$ cat src/rtl/sm_sub_sched.sv
// sm_sub_sched -- round-robin front end for one shared 24-bit sign-magnitude
// subtractor. Grants one requester at a time, latches its operands, drives
// one su_en pulse and waits for su_done. A timeout covers a missing
// su_done. The result is returned with a one-cycle one-hot ack.
//
// Ports:
//   clk_i, rst_i       clock, synchronous active-high reset
//   req_i[NREQ]        request levels, held until ack
//   a_in_i, b_in_i     packed operands, requester i at [24i+23:24i]
//   ack_o[NREQ]        one-hot result strobe
//   res_o              result, valid while ack_o != 0
//   err_ack_o          marks an acked transaction that timed out
//   err_o              sticky timeout flag
//   busy_o             low only in IDLE
//   op_count_o         completed transactions (wrapping)
//   su_en_o, su_a_o, su_b_o, su_out_i, su_done_i   subtractor handshake
module sm_sub_sched #(
    parameter int NREQ    = 3,
    parameter int TIMEOUT = 8
) (
    input  logic                 clk_i,
    input  logic                 rst_i,
    input  logic [NREQ-1:0]      req_i,
    input  logic [24*NREQ-1:0]   a_in_i,
    input  logic [24*NREQ-1:0]   b_in_i,
    output logic [NREQ-1:0]      ack_o,
    output logic [23:0]          res_o,
    output logic                 err_ack_o,
    output logic                 err_o,
    output logic                 busy_o,
    output logic [15:0]          op_count_o,
    output logic                 su_en_o,
    output logic [23:0]          su_a_o,
    output logic [23:0]          su_b_o,
    input  logic [23:0]          su_out_i,
    input  logic                 su_done_i
);
    localparam int IW = $clog2(NREQ);
    localparam int CW = $clog2(TIMEOUT + 1);

    localparam logic [2:0] S_DRAIN = 3'd0;
    localparam logic [2:0] S_IDLE  = 3'd1;
    localparam logic [2:0] S_ISSUE = 3'd2;
    localparam logic [2:0] S_WAIT  = 3'd3;
    localparam logic [2:0] S_RESP  = 3'd4;

    logic [2:0]    state_q, state_d;
    logic          drain_q, drain_d;
    logic [IW-1:0] ptr_q, ptr_d;
    logic [IW-1:0] g_q, g_d;
    logic [23:0]   su_a_q, su_a_d, su_b_q, su_b_d;
    logic [23:0]   res_q, res_d;
    logic          tmo_q, tmo_d;
    logic          err_q, err_d;
    logic [CW-1:0] cnt_q, cnt_d;
    logic [15:0]   ops_q, ops_d;

    logic [23:0]   a_arr [NREQ];
    logic [23:0]   b_arr [NREQ];

    for (genvar i = 0; i < NREQ; i++) begin : g_unpack
        assign a_arr[i] = a_in_i[24*i +: 24];
        assign b_arr[i] = b_in_i[24*i +: 24];
    end

    // Round-robin search starting just after the last served requester.
    logic          found;
    logic [IW-1:0] win;
    logic [IW:0]   cand;

    always_comb begin
        found = 1'b0;
        win   = '0;
        cand  = '0;
        for (int k = 1; k <= NREQ; k++) begin
            cand = {1'b0, ptr_q} + (IW+1)'(k);
            if (cand >= (IW+1)'(NREQ)) cand = cand - (IW+1)'(NREQ);
            if (!found && req_i[cand[IW-1:0]]) begin
                found = 1'b1;
                win   = cand[IW-1:0];
            end
        end
    end

    always_comb begin
        state_d = state_q;
        drain_d = drain_q;
        ptr_d   = ptr_q;
        g_d     = g_q;
        su_a_d  = su_a_q;
        su_b_d  = su_b_q;
        res_d   = res_q;
        tmo_d   = tmo_q;
        err_d   = err_q;
        cnt_d   = cnt_q;
        ops_d   = ops_q;
        case (state_q)
            // The subtractor has no reset; let any in-flight done fall
            // on the floor for two cycles.
            S_DRAIN: begin
                drain_d = ~drain_q;
                if (drain_q) state_d = S_IDLE;
            end
            S_IDLE: begin
                if (found) begin
                    g_d     = win;
                    su_a_d  = a_arr[win];
                    su_b_d  = b_arr[win];
                    state_d = S_ISSUE;
                end
            end
            S_ISSUE: begin
                cnt_d   = '0;
                tmo_d   = 1'b0;
                state_d = S_WAIT;
            end
            S_WAIT: begin
                cnt_d = cnt_q + CW'(1);
                // done has priority over a coincident timeout
                if (su_done_i) begin
                    res_d   = su_out_i;
                    state_d = S_RESP;
                end else if (cnt_q == CW'(TIMEOUT)) begin
                    res_d   = '0;
                    err_d   = 1'b1;
                    tmo_d   = 1'b1;
                    state_d = S_RESP;
                end
            end
            S_RESP: begin
                ptr_d   = g_q;
                ops_d   = ops_q + 16'd1;
                state_d = S_IDLE;
            end
            default: state_d = S_DRAIN;
        endcase
    end

    always_ff @(posedge clk_i) begin
        if (rst_i) begin
            state_q <= S_DRAIN;
            drain_q <= 1'b0;
            ptr_q   <= IW'(NREQ - 1);
            g_q     <= '0;
            su_a_q  <= '0;
            su_b_q  <= '0;
            res_q   <= '0;
            tmo_q   <= 1'b0;
            err_q   <= 1'b0;
            cnt_q   <= '0;
            ops_q   <= '0;
        end else begin
            state_q <= state_d;
            drain_q <= drain_d;
            ptr_q   <= ptr_d;
            g_q     <= g_d;
            su_a_q  <= su_a_d;
            su_b_q  <= su_b_d;
            res_q   <= res_d;
            tmo_q   <= tmo_d;
            err_q   <= err_d;
            cnt_q   <= cnt_d;
            ops_q   <= ops_d;
        end
    end

    always_comb begin
        ack_o = '0;
        if (state_q == S_RESP) ack_o[g_q] = 1'b1;
    end

    assign err_ack_o  = (state_q == S_RESP) && tmo_q;
    assign su_en_o    = (state_q == S_ISSUE);
    assign busy_o     = (state_q != S_IDLE);
    assign res_o      = res_q;
    assign err_o      = err_q;
    assign op_count_o = ops_q;
    assign su_a_o     = su_a_q;
    assign su_b_o     = su_b_q;
endmodule

$ cat config.mk
export PLATFORM = sky130hd
export DESIGN_NAME = sm_sub_sched
export DESIGN_NICKNAME = d
export VERILOG_FILES = /design/src/rtl/sm_sub_sched.sv
export SDC_FILE = /design/constraint.sdc
export NUM_CORES = 1
export LEC_CHECK = 0
export ABC_AREA = 1
export ABC_CLOCK_PERIOD_IN_PS = 6900
export BUFFER_PORTS_ARGS = -buffer_cell sky130_fd_sc_hd__buf_2
export CORE_MARGIN = 2
export CORE_UTILIZATION = 30
export DETAILED_ROUTE_END_ITERATION = 8
export PLACE_DENSITY_LB_ADDON = 0.2
export SKIP_CTS_REPAIR_TIMING = 1
export SLEW_MARGIN = 10
export SYNTH_ARGS = -nofsm -noshare
export SYNTH_HDL_FRONTEND = slang
export SYNTH_SLANG_ARGS = --single-unit
$ cat constraint.sdc
create_clock -name clk_i -period 6.9 [get_ports clk_i]
set_input_delay 0.345 -clock clk_i [delete_from_list [all_inputs] [get_ports clk_i]]
set_output_delay 0.345 -clock clk_i [all_outputs]
set_load 0.05 [all_outputs]
==> flow_results.org, run 1 <==
** Status
- Status :: completed

** Synth
- Cell count after synthesis :: 930
- #FFs+latches synth :: 102
- Total nets after synthesis :: 1111
- Of the synthesized area, sequential elements account for 35.22%.
- Area of the mapped netlist :: 5798 um2
- Distinct cell type count of the synthesized netlist :: 34
- Synthesized area per cell :: 6.234 um2
- For this run, the number of Yosys warnings is 0.

** Power
- Share of power burned in the clock network :: 24.4%
- Switching power as a share of total power :: 45.21%
- Per report_power, the combinational group accounts for 44.0% of the total.
- Cell area power density :: 306.1 nW/um2
- In this run, flip-flops and latches consume 31.6% of the power.
- The analysis attributes to cell leakage a power of 4.021 nW.
- Final total power :: 0.002299 W
- The internal portion of the total power is 0.001260 W.
- VDD sags by at most 174.7 uV.
- The analysis attributes to net switching a power of 0.001039 W.

** Place
- Once placement finished, the instance area stood at 7191 um2.
- Routability-driven placement congestion ratio :: 0.8497
- Input and output buffers added on the ports amount to 268.
- Final HPWL DP :: 12660 um

** Timing
- Unrepaired setup endpoints after global routing :: no
- The max-slew violation total from the final report was 0.
- The hold violation total from the final report was 0.
- Adding up every negative setup slack in the final design gives 0 ns.
- Post-route clock period utilization :: 54.18%
- Clock skew after layout :: 0.005917 ns
- Setup-failing EPs final :: 0
- The worst path needs 3.738 ns of the cycle, external delays included.
- Headroom to the max-slew limit :: 32.25%
- Max Clk Rate :: 267.5 MHz
- For the pin with the worst max-slew slack, the measured transition is 1.013 ns.

** Setup path
- Broken down by cell family, the worst path's largest delay share belongs to buffers and inverters.
- Along the worst path, the maximum fanout reaches 51.
- The worst register-to-register path has a depth of 14.
- Data on the critical path arrives at its endpoint at 4.01 ns.
- Reg2reg end :: su_a_o[23]
- By instance count, the cell type seen most on the critical path is nand2_2.
- Data on the critical path is required at its endpoint by 7.17 ns.
- The critical path goes through inv_2, ha_1, nand2_2, nand2_1, nand2_2, nand2_2, nor2_2, nor2_4, buf_4, inv_4, nor2_4, buf_4, nand3_1, a21oi_1.
- Together, buffers and inverters on the worst path number 4.
- On the critical path, the stage with the largest delay is an instance of buf_4.
- For flop-to-flop paths, the worst setup slack is 3.16 ns.
- The critical path is of the reg -> reg type.
- CP max stage delay :: 0.50 ns
- Critical path capture point type :: flop
- The worst setup path is launched from a flop.
- Tracing the worst setup path back leads to its startpoint at ptr_q[0].
- The worst register-to-register path begins at ptr_q[0].

** Routing
- Number of vias after detailed routing :: 6358
- After the first detailed-routing iteration, the DRC count stood at 262.
- After detailed routing, the total wire length is 18440 um.
- Vias per Instance :: 4.456
- Dividing the detail-routed wire length by the instance count gives 12.92 um.
- Post-route DRC :: 0
- In this run the remaining antenna-violating nets after routing total 0.
- Before antenna repair, the detailed router went through 5 iterations.

** Global routing
- Entering global routing, the biggest net connects 53 pins.
- Total GRT Usage :: 17.25%
- Overflow left after global routing :: 0
- The first global-routing pass estimated 28210 um of wire.
- The number of global-route vias before repair was 5767.
- Number of antenna violations at the first check in global routing :: 0

** Clocking
- For the worst-skew pair, the clock arrives at the later sink with an insertion delay of 0.35 ns.
- Clock tree buffer depth :: 2
- Clock-pin slew was measured on the worst setup and hold paths at 0.07 ns.
- In this run the clock root is driven by a clkbuf_16.
- The number of clock buffers added by TritonCTS is 9.
- TritonCTS clock tree :: done
- The clock tree synthesis step divided the H-tree into 3 levels.
- TritonCTS sink count :: 102

** Die
- Row count :: 50
- The die covers 20450 um2.
- For this configuration, the core starts out at a cell density of 30.79%.
- Horizontal die dimension :: 143.0 um
- Vert. Die Dim :: 143.0 um
- 269 I/O pins were placed.
- In this run the standard cell core region covers 18830 um2.

** Finish
- Final Instance Area :: 7512 um2
- 0 antenna diodes ended up in the layout.
- Area Overhead vs Synth :: 29.56%
- End-of-flow core utilization :: 39.89%
- Final-stage net count :: 1343
- Leaving out fill and tap cells, the most frequent cells in the layout are buf_2 (268), nand2_1 (244), inv_1 (183).
- Share of post-route cells with drive strength above 1 :: 26.91%
- Leaving out fill and tap cells, the most frequent cell in the layout is buf_2.

** Min path
- The path with the worst hold slack has its endpoint at res_o[7].
- Min-Delay Path Depth :: 3
- Path type of the worst min-delay path :: in -> reg
- The startpoint identified for the worst hold timing path is su_out_i[7].

** Run
- Reported max-cap violation count :: 0
Yosys cell counts:
master / instances / area (um2)
nand2_1: 244 / 915.9
inv_1: 183 / 686.9
nand3_1: 162 / 810.8
dfxtp_1: 102 / 2042
a21oi_1: 88 / 440.4
nor2_1: 33 / 123.9
clkbuf_1: 20 / 75.07
buf_2: 15 / 75.07
o21ai_0: 11 / 55.05
buf_6: 10 / 112.6
nand2_2: 8 / 50.05
ha_1: 7 / 87.58
buf_4: 6 / 45.04
nor3_1: 6 / 30.03
inv_2: 5 / 18.77
nor2_2: 4 / 25.02
nor2_4: 3 / 33.78
a211oi_1: 2 / 15.01
and3_1: 2 / 12.51
inv_4: 2 / 12.51
nand2_4: 2 / 22.52
o21ai_1: 2 / 10.01
xor2_1: 2 / 17.52
a31oi_1: 1 / 6.260
a41oi_1: 1 / 8.760
buf_1: 1 / 3.750
nand3_2: 1 / 10.01
nand3b_1: 1 / 7.510
nand4_1: 1 / 6.260
nor3b_1: 1 / 7.510
nor4_1: 1 / 6.260
o311ai_0: 1 / 8.760
or2_2: 1 / 6.260
xnor2_1: 1 / 8.760
layer usage:
layer  vias to the layer above  track usage (%)  wire (um)
li1                       3333                -          -
met5                         -                0          0
met2                       232            29.49       8540
met4                         0            4.586        189
met3                        14            3.856       1485
met1                      2779            21.88       8220
power groups by stage:
stage                     clock [W]  sequential (W)  combinational, W
final                      0.000562        0.000727           0.00101
after global routing       0.000603        0.000736           0.00111
after CTS                  0.000588        0.000727           0.00102
after detailed placement          0        0.000740           0.00102
after global placement            0        0.000740           0.00102
after floorplan                   0        0.000985          0.000544
cell families after synthesis:
group	after synthesis	synth area share (%)
compound gates	106	9.387
xor+xnor	3	0.4533
fa+ha+maj	7	1.511
buf+inv	242	17.76
flops	102	35.22
simple gates	470	35.67
final cells by class:
class / instances / area [um2]
inverters: 190 / 718.2
clock buffers: 10 / 229.0
well taps: 260 / 325.3
fillers: 2083 / 11320
repair buffers: 273 / 1379
flip-flops and latches: 102 / 2042
multi-input cells: 586 / 2726
clock inverters: 6 / 92.59
worst register-to-register path, delay by kind of cell (launching register included):
| kind | cells | cell delay (ns) |
|---|---|---|
| AND/OR/NAND/NOR | 8 | 1.13 |
| AO/OA/AOI/OAI | 1 | 0.14 |
| adder cells (fa/ha/maj) | 1 | 0.49 |
| flip-flops | 1 | 0.43 |
| buffers and inverters | 4 | 1.46 |
registers in the layout, indices dropped and copies added (netlist names), 2 cells and up:
| name | cells |
|---|---|
| su_a_o | 24 |
| state_q | 3 |
| op_count_o | 16 |
| g_q | 2 |
| ptr_q | 2 |
| su_b_o | 24 |
| cnt_q | 4 |
| res_o | 24 |
per-stage QoR:
| step | hold WS (ns) | instances | worst slack (ns) |
|---|---|---|---|
| 6_report | 0.2393 | 1427 | 3.162 |
| 5_1_grt | 0.2279 | 1427 | 2.773 |
| 4_1_cts | 0.2175 | 1427 | 3.119 |
| 3_5_place_dp | 0.4512 | 1411 | 3.136 |
| 3_3_place_gp | 0.4422 | 1411 | 3.197 |
| 2_1_floorplan | 0.4387 | 930 | 4.699 |
worst max path at each step:
stage	end	slack (ns)	depth (start not counted)
finish	su_a_o[23]	3.16	14
global route	su_b_o[13]	2.77	14
CTS	su_a_o[23]	3.12	14
detailed placement	su_a_o[23]	3.14	14
global placement	su_b_o[23]	3.20	14
floorplan	su_a_o[22]	4.70	15
(Power assumes the default switching activity.)
==> inputs of run 2 (changes only) <==
Settings changed: ABC_CLOCK_PERIOD_IN_PS 6900 to 3900.
Clock period 6.9 ns to 3.9 ns, I/O delays scaled along.
==> flow_results.org, run 2 (synthesis gave the netlist of run 1 again) <==
** Status
- The run finished with clean final reports.

** Timing
- Setup-failing EPs final :: 0
- The worst pin sits at a relative slew slack of 36.66%.
- Post-route clock period utilization :: 77.91%
- Static timing analysis puts the maximum clock frequency at 329.1 MHz.
- The worst path meets setup with 0.8615 ns of slack.
- Final max-slew violation count :: 0
- Hold violation total from the final report :: 0
- Min Tclk post-route :: 3.038 ns
- Setup repair after global routing left no endpoint under its margin.
- At the pin with the least slew margin, the transition time is 0.9491 ns.
- Clock skew after layout :: 0.007504 ns
- For the final routed database, the setup TNS stands at 0 ns.

** Routing
- Number of vias after detailed routing :: 6352
- Dividing the detail-routed wire length by the instance count gives 12.69 um.
- Vias per Instance :: 4.445
- Met3 routed wirelength :: 1385 um
- For this block, the routed nets add up to 18140 um of wire.
- In the final routing, the length of wire on met1 measures 7740 um.
- Sum of met2 wire segment lengths after detailed routing :: 8751 um
- Post-route DRC :: 0
- The first routing iteration left 269 violations.
- Once detail routing completed, the nets flagged for antenna violations numbered 0.
- Detailed Routing Iterations Pass 1 :: 4
- Uppermost layer routed :: met4

** Finish
- Fill cells in the final layout number 2106.
- In the final design database the tool counted 1345 nets.
- The post-route netlist has 26.95% of its cells at a drive strength greater than 1.
- Filler-free cell count of the finished design :: 1429
- After routing the design area is 7517 um2.
- Most common library cell in the layout ignoring fill and taps :: buf_2
- End-of-flow core utilization :: 39.92%
- From synthesis to final layout, the design area changed by 29.65%.
- The repair_antennas step left the layout with diodes totalling 0.
- Commonest cells after routing, fill and taps aside :: buf_2 (268), nand2_1 (244), inv_1 (183)

** Place
- Placed Area :: 7218 um2
- The number of placed instances, taps included, is 1413.
- I/O Buffers :: 268
- Once detailed placement completed, the half-perimeter wirelength came to 12530 um.
- Before CTS, the worst setup slack after placement is 0.8593 ns.
- The congestion estimate from routability-driven global placement came to 0.8253.

** Global routing
- Wire length of the first global-routing pass :: 28190 um
- Overflow left after global routing :: 0
- Maximum number of pins on one net before global-route repair :: 53
- Vias in the first global route :: 5896
- Number of antenna violations at the first check in global routing :: 0
- Total GRT Usage :: 17.16%

** Setup path
- The critical path contains buffers and inverters numbering 3 combined.
- Crit path cell chain :: inv_2, ha_1, nand2_1, inv_2, nor2_2, nand2_1, nand2_2, nor2_4, nand2_4, nand2_4, nor2_4, buf_4, nand3_1, a21oi_1
- The largest single stage delay on the critical path is 0.48 ns.
- Critical path data required time :: 4.16 ns
- STA classifies the critical path startpoint as a flop.
- Largest driver fanout on the critical path :: 49
- STA classifies the critical path endpoint as a flop.
- By startpoint and endpoint, the worst setup path is classified as reg -> reg.
- Worst path top cell family by delay :: simple AND/OR/NAND/NOR gates
- At the worst endpoint, the arrival time is 3.30 ns.
- Cell with the largest stage delay on the worst path :: buf_4

** Power
- Cell area power density :: 534.5 nW/um2
- Summed over all cells, the static leakage comes to 4.028 nW.
- Worst VDD drop :: 414.2 uV

** Die
- The die is 143.0 um tall.
- Horizontal die dimension :: 143.0 um
- Number of top-level pins :: 269
- The total area inside the core boundary comes to 18830 um2.
- The initial utilization of the core area, before any placement, comes to 30.79%.
- DIE AREA :: 20450 um2
- Row count :: 50

** Clocking
- CTS clock-pin slew for the worst setup and hold paths :: 0.07 ns
- Buffers inserted during clock tree synthesis total 9.
- Root buffer selected by CTS :: clkbuf_16
- Insertion delay of the later-clocked pin in the worst-skew pair :: 0.35 ns
- Number of H-tree levels :: 3
- TritonCTS built the clock tree.
- No sink is reached through more buffers than the 2 on the longest clock path.
- The tree built by TritonCTS fans out to 102 sinks.

** Run
- Reported max-cap violation count :: 0

** Min path
- Path type of the worst min-delay path :: in -> reg
## run 2: per-stage QoR
step / power, W / hold WS, ns
CTS: 0.004093 / 0.07211
global route: 0.004306 / 0.07847
floorplan: 0.002706 / 0.3423
finish: 0.004018 / 0.09503
global placement: 0.003131 / 0.4422
detailed placement: 0.003132 / 0.4463
## run 2: path summary, 6_finish.rpt
| check | from | end | slack [ns] | cells past startpoint |
|---|---|---|---|---|
| worst max-delay path | ptr_q[0] | su_a_o[12] | 0.86 | 14 |
| worst min-delay path | su_out_i[13] | res_o[13] | 0.1 | 3 |
| worst max register to register | ptr_q[0] | su_a_o[12] | 0.86 | 14 |
| worst min register to register | err_o | err_o | 0.46 | 2 |
## run 2: tightest hold or removal path, stage by stage
cell and delay, ns:
buf_2 0.09, nand2_1 0.05, a21oi_1 0.05
## run 2: cell type report
class	count	area, um2	share of cell area (%)
clock buffer	12	246.5	3.279
clock inverter	4	52.55	0.6991
sequential	102	2042	27.16
timing repair buffer	275	1406	18.71
inverter	190	718.2	9.554
multi-input combinational	586	2726	36.27
tap	260	325.3	4.328
## run 2: metal layers
metal | track usage [%] | up-vias
met5 | 0 | -
met4 | 5.315 | 0
met3 | 4.259 | 17
met2 | 30.12 | 223
met1 | 20.58 | 2784
li1 | - | 3328
## run 2: where the power goes
part | total, W | leakage (nW) | switching [W] | internal [W]
clock network | 0.000930 | 0.148 | 0.000410 | 0.000520
registers | 0.00128 | 0.827 | 0.0000797 | 0.00120
logic | 0.00181 | 3.05 | 0.00134 | 0.000473
total | 0.00402 | 4.03 | 0.00183 | 0.00219
==> inputs of run 3 (changes only) <==
Settings changed: ABC_AREA 1 to 0, ABC_CLOCK_PERIOD_IN_PS 3900 to 2950.
Clock period 3.9 ns to 2.95 ns, I/O delays scaled along.
==> flow_results.org, run 3 <==
** Synth
- Number of flops mapped to enable cells by yosys :: 0
- For this run, the leading register cell type out of synthesis is dfxtp_1.
- Yosys printed 0 warnings.
- Top post-synthesis cells by area :: dfxtp_1 (39%), mux2i_1 (9.8%), nand4_1 (6.2%), o221ai_2 (5.7%), nand3_1 (5.2%)
- Most used standard cells in the synthesized netlist :: dfxtp_1 (102), nand3_1 (54), nand4_1 (52), mux2i_1 (51), nor2_1 (44)
- After synthesis the cells add up to 5226 um2.
- Share of synthesized registers carrying an async set or reset :: 0%
- Library cell with the highest instance count after synthesis :: dfxtp_1
- Cell count after synthesis :: 567
- Of the synthesized area, sequential elements account for 39.07%.
- #FFs+latches synth :: 102
- dfxtp_1 takes more of the synthesized area than any other cell.
- Yosys mapped the design onto 55 distinct sky130hd cell types.
- Summed over its instances, the top area cell type makes up 39.07% of the synthesized netlist area.
- The average instance in the mapped netlist occupies 9.217 um2.
- Total nets after synthesis :: 748

** Timing
- Summed over all failing endpoints, the final setup total negative slack is 0 ns.
- The max-slew violation total from the final report came to 0.
- Setup repair after global routing left no endpoint under its margin.
- Hold violation total from the final report :: 0
- Setup violations remaining at the end of the flow were counted as 0.
- The worst pin sits at a relative slew slack of 56.79%.
- Timing would allow up to 383.6 MHz.
- The routed design could run at a clock period as short as 2.607 ns.
- Post-route clock period utilization :: 88.37%
- Clock skew after layout :: 0.008877 ns
- Setup ws final :: 0.3430 ns
- Transition time at the pin with the least slew margin :: 0.6473 ns

** Clocking
- The H-tree was split into 3 levels.
- The number of clock buffers added by TritonCTS is 9.
- Insertion delay of the later-clocked pin in the worst-skew pair :: 0.35 ns
- TritonCTS clock tree :: done
- The longest clock path from root to sink contains 2 buffers.
- TritonCTS sink count :: 102
- CTS clock-pin slew for the worst setup and hold paths :: 0.08 ns
- The tree is rooted in a clkbuf_16.

** Global routing
- Number of antenna violations at the first check in global routing :: 0
- Vias in the first global route :: 4990
- Total GRT Usage :: 17.57%
- Entering global routing, the biggest net connects 67 pins.
- Summed over all layers, the global routing overflow is 0.
- The first global-routing pass estimated 25830 um of wire.

** Finish
- Compared with the post-synthesis result, the final layout area differs by 35.31%.
- Leaving out fill and tap cells, the most frequent cells in the layout are buf_2 (268), dfxtp_1 (102), nand3_1 (54).
- Final-stage net count :: 986
- Cells fill 41.17% of the core in the end.
- Once layout is done, the placed cells without fillers occupy 7072 um2.
- Filler-free cell count of the finished design :: 1035
- Cells with a size suffix above 1 make up 40.86% of the layout.
- 0 antenna diodes ended up in the layout.
- Most common library cell in the layout ignoring fill and taps :: buf_2

** Die
- Row count :: 48
- DIE AREA :: 18490 um2
- Measured along the y axis, the die boundary spans 136.0 um.
- The die is 136.0 um wide.
- Initial core utilization :: 30.43%
- After floorplanning, the core was sized to cover 17180 um2.
- Number of top-level pins :: 269

** Setup path
- The worst register-to-register path ends at su_b_o[4].
- Data on the critical path is required at its endpoint by 3.17 ns.
- The worst register-to-register path has a depth of 8.
- In this run the worst path has a maximum fanout of 33.
- Setup slack on the worst reg-to-reg path comes out at 0.34 ns.
- The slowest stage of the critical path is the ha_1 cell.
- STA classifies the critical path startpoint as a flop.
- CP max stage delay :: 0.48 ns
- The startpoint identified for the worst register-to-register timing path is ptr_q[1].
- Worst Path Class, Setup :: reg -> reg
- The signal on the critical path passes through inv_1, ha_1, and3_1, a211o_4, o31ai_4, a211o_2, buf_12, o221ai_1.
- Data arrival time of the critical path :: 2.82 ns
- Critical path capture point type :: flop

** Place
- Summed over all nets, the half-perimeter wirelength after detailed placement is 11660 um.
- Total placed cells including tap cells :: 1019
- Post-placement setup slack :: 0.3687 ns
- Routability-driven placement congestion ratio :: 0.7742
- In this run the cell area measured after placement is 6765 um2.
- I/O Buffers :: 268

** Routing
- Post-route DRC :: 0
- Number of vias after detailed routing :: 5314
- Wire length after detailed routing :: 16850 um
- In this run the remaining antenna-violating nets after routing total 0.
- Detailed Routing Iterations Pass 1 :: 4
- After detailed routing, the number of vias per cell comes to 5.134.
- For this block, the initial DRC count from the detailed router was 181.
- Routed length per instance :: 16.28 um

** Min path
- The worst hold path begins at su_out_i[8].
- WHS Endpoint :: res_o[8]
- Min-Delay Path Depth :: 3
- The min-delay analysis places its worst path in the category in -> reg.

** Power
- For this design the ratio of total power to cell area is 619.1 nW/um2.
- Static leakage power :: 3.245 nW
- Across the VDD grid, the largest voltage drop is 406.5 uV.

** Status
- Status :: completed

** Run
- The tool flagged a number of max-cap violations equal to 0.
## run 3: logic make-up (layout without fill, tap and decap cells)
| logic type | Yosys count | count (layout) | share of synthesized area (%) |
|---|---|---|---|
| xor gates and xnor gates | 11 | 11 | 1.843 |
| AOI/OAI and AO/OA | 115 | 115 | 19.75 |
| buffers and inverters | 67 | 310 | 6.105 |
| adders and majority gates | 7 | 7 | 1.676 |
| muxes | 52 | 52 | 10.05 |
| DFF | 102 | 102 | 39.07 |
| and+or+nand+nor | 213 | 213 | 21.50 |
## run 3: area by class of cell
cell class                 count  area, um2
clock inverter                 7      81.33
inverter                       9      33.78
clock buffer                   9      225.2
multi-input combinational    398       2889
tap                          225      281.5
timing repair buffer         285       1519
sequential                   102       2042
fill                        1768      10100
## run 3: where the power goes
| part | total (W) | switching (W) | internal [W] |
|---|---|---|---|
| logic | 0.00151 | 0.00106 | 0.000454 |
| clock network | 0.00125 | 0.000576 | 0.000669 |
| registers | 0.00162 | 0.0000873 | 0.00153 |
| total | 0.00438 | 0.00172 | 0.00265 |
## run 3: worst max path at each step
| stage | endpoint | slack, ns | depth (start not counted) | from |
|---|---|---|---|---|
| 2_1_floorplan | su_a_o[10] | 0.50 | 9 | ptr_q[0] |
| 3_3_place_gp | su_a_o[17] | 0.39 | 8 | ptr_q[1] |
| 3_5_place_dp | su_a_o[2] | 0.37 | 8 | ptr_q[1] |
| 4_1_cts | su_b_o[3] | 0.35 | 8 | ptr_q[1] |
| 5_1_grt | su_b_o[3] | 0.05 | 8 | ptr_q[1] |
| 6_report | su_b_o[4] | 0.34 | 8 | ptr_q[1] |
## run 3: critical path: cells and delay by family (launching register included)
kind	cells	cell delay [ns]
and+or+nand+nor	1	0.27
DFF	1	0.35
AOI/OAI and AO/OA	4	1.03
adders and majority gates	1	0.48
buffers and inverters	2	0.31
## run 3: through the flow
stage / total power [W] / hold slack [ns]
global placement: 0.003172 / 0.3793
detailed placement: 0.003170 / 0.3905
CTS: 0.004448 / 0.006291
finish: 0.004378 / 0.02974
floorplan: 0.002732 / 0.2958
global route: 0.004615 / 0.02204
## run 3: layer usage
metal | GRT usage, % | routed length, um | share of wire, % | vias up
met2 | 29.55 | 7946 | 47 | 206
met3 | 5.108 | 1406 | 8.3 | 16
met1 | 22.01 | 7236 | 43 | 2449
met4 | 4.630 | 263 | 1.6 | 0
met5 | 0 | 0 | 0 | -
li1 | - | - | - | 2643
